`config.mk`:
```
export PLATFORM = sky130hd
export DESIGN_NAME = axi_slv_rd_scheduler
export DESIGN_NICKNAME = d
export VERILOG_FILES = /design/src/rtl/axi_slv_rd_scheduler.sv
export SDC_FILE = /design/constraint.sdc
export NUM_CORES = 1
export LEC_CHECK = 0
export BUFFER_PORTS_ARGS = -buffer_cell sky130_fd_sc_hd__buf_4
export CAP_MARGIN = 10
export CELL_PAD_IN_SITES_DETAIL_PLACEMENT = 0
export CELL_PAD_IN_SITES_GLOBAL_PLACEMENT = 1
export CORE_ASPECT_RATIO = 1.25
export CORE_MARGIN = 2
export CORE_UTILIZATION = 30
export DETAILED_ROUTE_END_ITERATION = 6
export HOLD_SLACK_MARGIN = 0.1
export PLACE_DENSITY_LB_ADDON = 0.1
export SLEW_MARGIN = 20
export SYNTH_ARGS = -nofsm -noshare
export SYNTH_HDL_FRONTEND = slang
export SYNTH_SLANG_ARGS = --single-unit
```
`constraint.sdc`:
```
create_clock -name aclk -period 4.9 [get_ports aclk]
set_clock_uncertainty 0.15 [all_clocks]
set_input_delay 0 -clock aclk [delete_from_list [all_inputs] [get_ports aclk]]
set_output_delay 0 -clock aclk [all_outputs]
set_load 0.02 [all_outputs]
```
`src/rtl/axi_slv_rd_scheduler.sv`:
```
// Purpose: AXI slave read scheduler; table of outstanding AR requests, R bursts arbitrated round-robin across IDs, in-order within an ID.
// Latency: AR handshake at edge T -> first R beat valid after edge T+1; back-to-back beats with no bubble while eligible work remains.
// Backpressure: out_rid/out_rdata/out_rlast held while out_rvalid && !in_rready; out_arready drops when every table slot is valid.
// Build option: define R_INTERLEAVE_EN to re-arbitrate after every beat (different-ID bursts interleave); default locks onto a burst until rlast.
module axi_slv_rd_scheduler #(
   parameter int AXI_ID_W        = 4,
   parameter int AXI_DATA_W      = 32,
   parameter int SLV_OSTDREQ_NUM = 4
) (
   input  logic                               aclk,
   input  logic                               aresetn,
   input  logic                               in_arvalid,
   output logic                               out_arready,
   input  logic [AXI_ID_W-1:0]                in_arid,
   input  logic [3:0]                         in_arlen,
   output logic                               out_rvalid,
   input  logic                               in_rready,
   output logic [AXI_ID_W-1:0]                out_rid,
   output logic [AXI_DATA_W-1:0]              out_rdata,
   output logic [1:0]                         out_rresp,
   output logic                               out_rlast,
   output logic [$clog2(SLV_OSTDREQ_NUM):0]   out_ostd_cnt
);

   localparam int N     = SLV_OSTDREQ_NUM;
   localparam int IW    = $clog2(SLV_OSTDREQ_NUM);
   localparam int PAY_W = AXI_ID_W + 6;

   typedef enum logic {R_IDLE, R_BUSY} rstate_e;

   // Outstanding request table; older_q[i][j] means entry i was accepted before entry j.
   logic [N-1:0]          vld_q;
   logic [AXI_ID_W-1:0]   id_q    [N];
   logic [3:0]            len_q   [N];
   logic [3:0]            cnt_q   [N];
   logic [N-1:0]          older_q [N];
   logic [IW-1:0]         ptr_q;

   rstate_e               state_q, state_d;
   logic                  load;
   logic                  ar_hs;
   logic [IW-1:0]         free_idx;
   logic [N-1:0]          elig;
   logic [IW-1:0]         rr_idx;
   logic                  rr_hit;
   logic [IW-1:0]         win_idx;
   logic                  any_elig;
   logic                  win_last;
   logic [1:0]            win_lo;
   logic [PAY_W-1:0]      payload;

   // Ready comes only from registered occupancy, so a same-cycle free never reopens a full table.
   assign out_arready = aresetn & ~(&vld_q);
   assign ar_hs       = in_arvalid & out_arready;
   assign out_rvalid  = (state_q == R_BUSY);
   assign out_rresp   = 2'b00;

   // Lowest-index free slot, taken from state before any same-cycle free.
   always_comb begin
      free_idx = '0;
      for (int i = N-1; i >= 0; i--) begin
         if (!vld_q[i]) free_idx = IW'(i);
      end
   end

   // An entry may issue only when no older valid entry shares its ID.
   always_comb begin
      elig = '0;
      for (int i = 0; i < N; i++) begin
         elig[i] = vld_q[i];
         for (int j = 0; j < N; j++) begin
            if (vld_q[j] && older_q[j][i] && (id_q[j] == id_q[i])) elig[i] = 1'b0;
         end
      end
   end

   // Round-robin pick starting at ptr_q; scanning downward leaves ptr_q itself as highest priority.
   always_comb begin
      logic [IW-1:0] cand;
      cand   = '0;
      rr_idx = ptr_q;
      rr_hit = 1'b0;
      for (int k = N-1; k >= 0; k--) begin
         cand = ptr_q + IW'(k);
         if (elig[cand]) begin
            rr_idx = cand;
            rr_hit = 1'b1;
         end
      end
   end

`ifdef R_INTERLEAVE_EN
   assign win_idx  = rr_idx;
   assign any_elig = rr_hit;
`else
   logic          lock_vld_q;
   logic [IW-1:0] lock_idx_q;

   // A locked entry is always the oldest of its ID, so it stays eligible until its last beat.
   assign win_idx  = lock_vld_q ? lock_idx_q : rr_idx;
   assign any_elig = lock_vld_q | rr_hit;

   // Hold the arbiter on the current burst until its last beat is loaded.
   always_ff @(posedge aclk or negedge aresetn) begin
      if (!aresetn) begin
         lock_vld_q <= 1'b0;
         lock_idx_q <= '0;
      end else if (load) begin
         lock_vld_q <= ~win_last;
         lock_idx_q <= win_idx;
      end
   end
`endif

   assign win_last = (cnt_q[win_idx] == len_q[win_idx]);
   assign win_lo   = 2'(win_idx);
   assign payload  = {id_q[win_idx], win_lo, cnt_q[win_idx]};

   // Output-register FSM: load a beat when empty, or on handshake for back-to-back issue.
   always_comb begin
      state_d = state_q;
      load    = 1'b0;
      case (state_q)
         R_IDLE: begin
            if (any_elig) begin
               load    = 1'b1;
               state_d = R_BUSY;
            end
         end
         R_BUSY: begin
            if (in_rready) begin
               if (any_elig) load = 1'b1;
               else          state_d = R_IDLE;
            end
         end
         default: state_d = R_IDLE;
      endcase
   end

   // Output beat register and FSM state.
   always_ff @(posedge aclk or negedge aresetn) begin
      if (!aresetn) begin
         state_q   <= R_IDLE;
         out_rid   <= '0;
         out_rdata <= '0;
         out_rlast <= 1'b0;
      end else begin
         state_q <= state_d;
         if (load) begin
            out_rid   <= id_q[win_idx];
            out_rdata <= AXI_DATA_W'(payload);
            out_rlast <= win_last;
         end
      end
   end

   // Table update: beat count/free on load, allocation on AR handshake (different slots by construction).
   always_ff @(posedge aclk or negedge aresetn) begin
      if (!aresetn) begin
         vld_q <= '0;
         ptr_q <= '0;
         for (int i = 0; i < N; i++) begin
            id_q[i]    <= '0;
            len_q[i]   <= '0;
            cnt_q[i]   <= '0;
            older_q[i] <= '0;
         end
      end else begin
         if (load) begin
            cnt_q[win_idx] <= cnt_q[win_idx] + 4'd1;
            ptr_q          <= win_idx + IW'(1);
            if (win_last) begin
               vld_q[win_idx] <= 1'b0;
               for (int j = 0; j < N; j++) older_q[j][win_idx] <= 1'b0;
            end
         end
         if (ar_hs) begin
            vld_q[free_idx]   <= 1'b1;
            id_q[free_idx]    <= in_arid;
            len_q[free_idx]   <= in_arlen;
            cnt_q[free_idx]   <= 4'd0;
            older_q[free_idx] <= '0;
            for (int j = 0; j < N; j++) older_q[j][free_idx] <= vld_q[j];
         end
      end
   end

   // Occupancy count of valid table entries.
   always_comb begin
      out_ostd_cnt = '0;
      for (int i = 0; i < N; i++) out_ostd_cnt = out_ostd_cnt + (IW+1)'(vld_q[i]);
   end

endmodule

```
== After elaboration in Yosys (flattened, before gate mapping) ==
Cells that the tools add are included.

* Add/sub/neg operators: 8
* Magnitude comparators: 12
* Eq/ne operators: 13
* Multiplexer cells: 74
* Bitwise gates (word level): 18
* Reductions and logical operators: 33

{| class="wikitable"
|+ Operator list
! kind !! number
|-
| two-way mux 16 bit || 5
|-
| == test 4 bit || 13
|-
| bitwise mux 16 bit || 3
|-
| two-way mux 4 bit || 11
|-
| AND 16 bit || 2
|-
| logical AND 1 bit || 32
|-
| two-way mux 1 bit || 29
|-
| binary-select mux 4 bit (select 2 bit) || 3
|-
| AND 4 bit || 5
|-
| < comparator 2 x 3 -> 1 bit (second input constant) || 6
|-
| two-way mux 2 bit || 9
|-
| bitwise mux 4 bit || 4
|-
| demux 4 bit (select 2 bit) || 2
|-
| inverter 16 bit || 1
|-
| binary-select mux 1 bit (select 2 bit) || 4
|-
| >= comparator 3 bit (second input constant) || 2
|-
| < comparator 3 x 1 -> 1 bit (second input constant) || 2
|-
| inverter 2 -> 3 bit || 2
|-
| adder 2 x 1 -> 2 bit (second input constant) || 2
|-
| adder 2 bit (second input constant) || 2
|-
| adder 4 x 1 -> 4 bit (second input constant) || 1
|-
| demux 1 bit (select 2 bit) || 2
|-
| >= comparator 2 x 1 -> 1 bit (second input constant) || 2
|-
| inverter 4 bit || 1
|-
| 9 further kinds || 13
|}

* Flip-flop bits (word level): 89
* Bits of input ports: 12
* Word-level logic and storage cells: 182

== Logic depth before layout (Yosys ltp) ==
* Depth after elaboration: 24
* Depth in mapped cells: 16
* Gate-level depth less buffers: 13

== Worst setup path before layout ==
No wires, ideal clock.

* Kind: register to register
* Start: register id_q[7] (netlist bit)
* End: register cnt_q[14] (netlist bit)
* Setup time: 0.073 ns
* Arrival time: 3.246 ns
* Path slack: 1.431 ns
* Stages on the path, launching flop included: 16
* Buffers on the path: 2
* Path through: dfrtp_1 -> buf_2 -> xor2_1 -> nor4_1 -> nand3_1 -> nand3_1 -> o21ai_0 -> a211oi_1 -> a211oi_1 -> a21oi_1 -> clkbuf_1 -> mux2_2 -> ha_1 -> xnor2_1 -> mux2i_1 -> nor2_1

* Longest elaborated chain between the ends: 22

{| class="wikitable"
|+ Ends and longest elaborated chain
! element !! RTL line !! source
|-
| start, declared || 33 || <nowiki>logic [AXI_ID_W-1:0] id_q [N];</nowiki>
|-
| start signal, assigned by index || 179 || <nowiki>id_q[free_idx] <= in_arid;</nowiki>
|-
| == test 4 bit || 72 || <nowiki>if (vld_q[j] && older_q[j][i] && (id_q[j] == id_q[i])) elig[i] = 1'b0;</nowiki>
|-
| logical AND 1 bit || 72 ||
|-
| two-way mux 1 bit (4 in series) || 72 ||
|-
| binary-select mux 1 bit (select 2 bit) || 85 || <nowiki>if (elig[cand]) begin</nowiki>
|-
| two-way mux 1 bit (implied by the code) || 85 ||
|-
| two-way mux 2 bit (3 in series) || 85 ||
|-
| two-way mux 2 bit * || 85 ||
|-
| two-way mux 2 bit * || 100 || <nowiki>assign win_idx = lock_vld_q ? lock_idx_q : rr_idx;</nowiki>
|-
| via payload[5] || 50 || <nowiki>logic [PAY_W-1:0] payload;</nowiki>
|-
| [1 not listed] || n/a ||
|-
| binary-select mux 4 bit (select 2 bit) * || n/a ||
|-
| two-way mux 4 bit * (2 in series) || n/a ||
|-
| via payload[1] || 50 ||
|-
| adder 4 x 1 -> 4 bit * || 170 || <nowiki>cnt_q[win_idx] <= cnt_q[win_idx] + 4'd1;</nowiki>
|-
| bitwise mux 16 bit * || 170 ||
|-
| two-way mux 16 bit * || 169 || <nowiki>if (load) begin</nowiki>
|-
| AND 16 bit (no source line) || n/a ||
|-
| two-way mux 16 bit * || 177 || <nowiki>if (ar_hs) begin</nowiki>
|-
| end signal, assigned by index || 170 ||
|-
| end, declared || 35 || <nowiki>logic [3:0] cnt_q [N];</nowiki>
|}

Mark *: on every way through the listed nets, which the timed path passes. The rest lies on a longest branch. The select of a mux whose other input is x is not followed.
A chain may end at the register's enable or synchronous reset.

== Final worst setup path ==
* Start: register id_q[7] (netlist bit)
* End: register cnt_q[10] (netlist bit)

* Longest elaborated chain between the ends: 22

{| class="wikitable"
|+ Ends and longest elaborated chain
! element !! RTL line
|-
| == test 4 bit || 72
|-
| logical AND 1 bit || 72
|-
| two-way mux 1 bit (4 in series) || 72
|-
| binary-select mux 1 bit (select 2 bit) || 85
|-
| two-way mux 1 bit (implied by the code) || 85
|-
| two-way mux 2 bit (3 in series) || 85
|-
| two-way mux 2 bit * || 85
|-
| two-way mux 2 bit * || 100
|-
| inverter 2 -> 3 bit * || n/a
|-
| binary-select mux 4 bit (select 2 bit) * || n/a
|-
| two-way mux 4 bit * (2 in series) || n/a
|-
| via payload[1] || 50
|-
| adder 4 x 1 -> 4 bit * || 170
|-
| bitwise mux 16 bit * || 170
|-
| two-way mux 16 bit * || 169
|-
| AND 16 bit (no source line) || n/a
|-
| two-way mux 16 bit * || 177
|}

Marked as above.

==> results.json <==
{
  "status": "finished, final reports clean",
  "row_count": 50,
  "syn_area_per_cell_sq_um": 10.1,
  "combPwrFrac": 0.546,
  "drv_cap": 0,
  "gp_congestion": 0.750,
  "vias": 3404,
  "slew_headroom": 0.259,
  "reg2reg_setup_slack_ns": 0.68,
  "endpoint_kind": "register",
  "port_buffers": 31,
  "rsz0062_at_grt": "no",
  "crit_type": "reg2reg",
  "antenna_found_initial": 1,
  "crit_end": "cnt_q[10]",
  "swShare": 0.451,
  "ys_seq_elements": 83,
  "cts_setup_buffers": 0,
  "grt-ovfl-total": 0,
  "clock-sinks": 83,
  "crit_chain": "xor2_1 > nor4_1 > nand3_1 > nand3_1 > nor2_1 > o21bai_1 > a41o_1 > mux2_2 > mux2_2 > ha_1 > xnor2_1 > mux2i_1 > nor2_1",
  "diodes": 0,
  "critPathSlowestCell": "nor4_1",
  "internal_power_mw": 2.44,
  "netlist_area_sq_mm": 0.00467,
  "hold_class": "in2reg",
  "p_per_area_mw_per_mm2": 814,
  "p_clk_frac": 0.149,
  "r2r-start": "id_q[7]",
  "initial_utilization": 0.309,
  "p_leak_nw": 2.50,
  "numCtsBuffers": 9,
  "synthArstFlopShare": 1.00,
  "clk_pin_slew_worst_paths_ns": 0.07,
  "setup_violations": 0,
  "worstPathRequired_ns": 5.02,
  "vias_per_cell": 4.77,
  "area_growth_pct": 17.2,
  "fmax_ghz": 0.237,
  "drt_pass1_iterations": 4,
  "ir_drop_v": 0.000239,
  "grt_max_degree": 50,
  "drt-initial-drc-count": 164,
  "crit_family": "simple AND/OR/NAND/NOR gates",
  "cts_tree": "built",
  "wirelength_microns": 13000,
  "startpoint_type": "register",
  "rr_worst_depth": 13,
  "p_seq_frac": 0.304,
  "coreArea_sq_mm": 0.0151,
  "worst_slew_pin_slew_ns": 1.11,
  "die_width_microns": 116,
  "startpoint": "id_q[7]",
  "grt_pass1_vias": 3432,
  "r2r_end": "cnt_q[10]",
  "hpwl_microns": 9180,
  "fill_cells": 1556,
  "cts_root_buf": "clkbuf_16",
  "drv_slew": 0,
  "critPathArrivalTime_ns": 4.34,
  "grt_pass1_wl_microns": 20500,
  "ios": 56,
  "fin_crit_sh": 0.861,
  "drive_gt1_frac": 0.218,
  "fin_cells": 713,
  "dieArea_sq_mm": 0.0166,
  "synthFlopType": "dfrtp_1",
  "final_nets": 521,
  "htreeDepth": 3,
  "cpPeakStageDelay_ns": 0.58,
  "synthCells": 463,
  "synth_edf_count": 0,
  "postRouteAntennaNets": 0,
  "dp.cells": 684,
  "dieHeight_microns": 143,
  "fin_crit_ns": 4.22,
  "insertion_delay_ns": 0.34,
  "drc": 0,
  "path_max_fanout": 10,
  "finalSetupTns_ns": 0,
  "cp.depth": 13,
  "grt_usage": 0.169,
  "hold_viol_final": 0,
  "ys.warnings.count": 0,
  "cp_num_buf_inv": 0,
  "min_from": "in_arlen[3]",
  "synth-seq-area-share": 0.445,
  "cts_buffer_depth": 2,
  "wl_per_cell_microns": 18.3,
  "p_sw_mw": 2.01,
  "ys_types": 52
}
## kinds of logic after synthesis
| kind of cell | Yosys count | share of synthesized area |
|---|---|---|
| AOI/OAI and AO/OA | 68 | 0.108 |
| xor gates and xnor gates | 40 | 0.0751 |
| adders and majority gates | 9 | 0.0257 |
| buffers and inverters | 68 | 0.0786 |
| DFF | 83 | 0.445 |
| muxes | 52 | 0.122 |
| other | 1 | 0.000804 |
| and+or+nand+nor | 142 | 0.145 |
## stage by stage
step | hold WS (ns) | utilization | setup slack, ns | instance area [sq um] | total power [mW]
after detailed placement | -0.133 | 0.334 | 0.727 | 5040 | 3.82
after global routing | 0.280 | 0.363 | 0.266 | 5470 | 4.82
after CTS | 0.262 | 0.363 | 0.687 | 5470 | 4.51
final | 0.276 | 0.363 | 0.680 | 5470 | 4.45
after floorplan | -0.446 | - | 1.43 | 4750 | 3.04
after global placement | -0.137 | 0.334 | 0.779 | 5040 | 3.81
## power groups by stage
stage | registers, mW | clock network, mW | logic (mW)
2_1_floorplan | 1.26 | 0 | 1.77
3_3_place_gp | 1.37 | 0 | 2.44
3_5_place_dp | 1.37 | 0 | 2.45
4_1_cts | 1.36 | 0.684 | 2.47
5_1_grt | 1.41 | 0.720 | 2.69
6_report | 1.35 | 0.664 | 2.43
## synth_stat cells (4+ instances only)
master,instances,area share
o21ai_0,8,0.0086
a21oi_1,8,0.0086
nand3_1,18,0.019
nor4_1,6,0.0080
inv_1,12,0.0097
a31o_1,9,0.017
o22ai_1,4,0.0054
mux2i_1,14,0.030
dfrtp_1,83,0.45
buf_4,28,0.045
and3_1,7,0.0094
mux2_2,38,0.092
xnor2_1,9,0.017
and2_1,8,0.011
a31oi_1,7,0.0094
clkbuf_1,22,0.018
ha_1,8,0.021
nor2_1,24,0.019
a211oi_1,8,0.013
buf_2,5,0.0054
nand2_1,60,0.048
xor2_1,31,0.058
## worst reg2reg max path: cells and delay by family (launching register included)
kind            cells  cell delay (ns)
fa+ha+maj           1             0.19
mux                 3             0.82
simple gates        5             1.16
compound gates      2             0.79
flops               1             0.46
xor+xnor            2             0.59
## worst min-delay path by stage
stage,end,slack (ns),cells past startpoint
final,len_q[7],0.28,4
after global routing,id_q[4],0.28,4
after CTS,len_q[6],0.26,4
after detailed placement,out_rid[2],-0.13,1
after global placement,out_rid[2],-0.14,1
after floorplan,cnt_q[0],-0.45,0
## repair_timing
action	4_1_cts	5_1_grt
gates resized for setup	0	0
hold buffers	13	0
hold endpoints to repair	70	0
## layer usage
metal / wire length, microns / part of all wire / vias to the layer above / global-route usage
met5: 0 / 0 / - / 0
met4: 259 / 0.020 / 0 / 0.0615
met3: 423 / 0.032 / 16 / 0.0274
met2: 6320 / 0.48 / 84 / 0.276
met1: 6030 / 0.46 / 1679 / 0.225
li1: - / - / 1625 / -
## layout by cell type (no fill, tap or decap), drive strengths merged, types with 4 or more instances in the layout
cell and instances:
nor2 25, o21ai 10, and2 8, inv 13, ha 8, o22ai 4
conb 24, nand2 63, and3 7, clkbuf 11, mux2 38, a31oi 7
dlygate4sd3 12, xnor2 9, buf 46, a211oi 8, a21oi 9, xor2 31
nand3 18, dfrtp 83, mux2i 14, nor4 7, a31o 9
## registers in the layout (all words and copies together), names as in the netlist
signal,cells
cnt_q,16
id_q,16
len_q,16
lock_idx_q,1
lock_vld_q,1
older_q,16
out_rdata,5
out_rid,4
out_rlast,1
out_rvalid,1
ptr_q,2
vld_q,4
## cell type report
cell class | instances | area (sq um) | area share
Sequential cell | 83 | 2080 | 0.380
Tap cell | 208 | 260 | 0.0476
Clock inverter | 5 | 37.5 | 0.00687
Timing Repair Buffer | 58 | 478 | 0.0874
Multi-Input combinational cell | 335 | 2310 | 0.423
Clock buffer | 11 | 253 | 0.0462
Inverter | 13 | 48.8 | 0.00893
No activity file was read; power rests on OpenSTA's default activity.
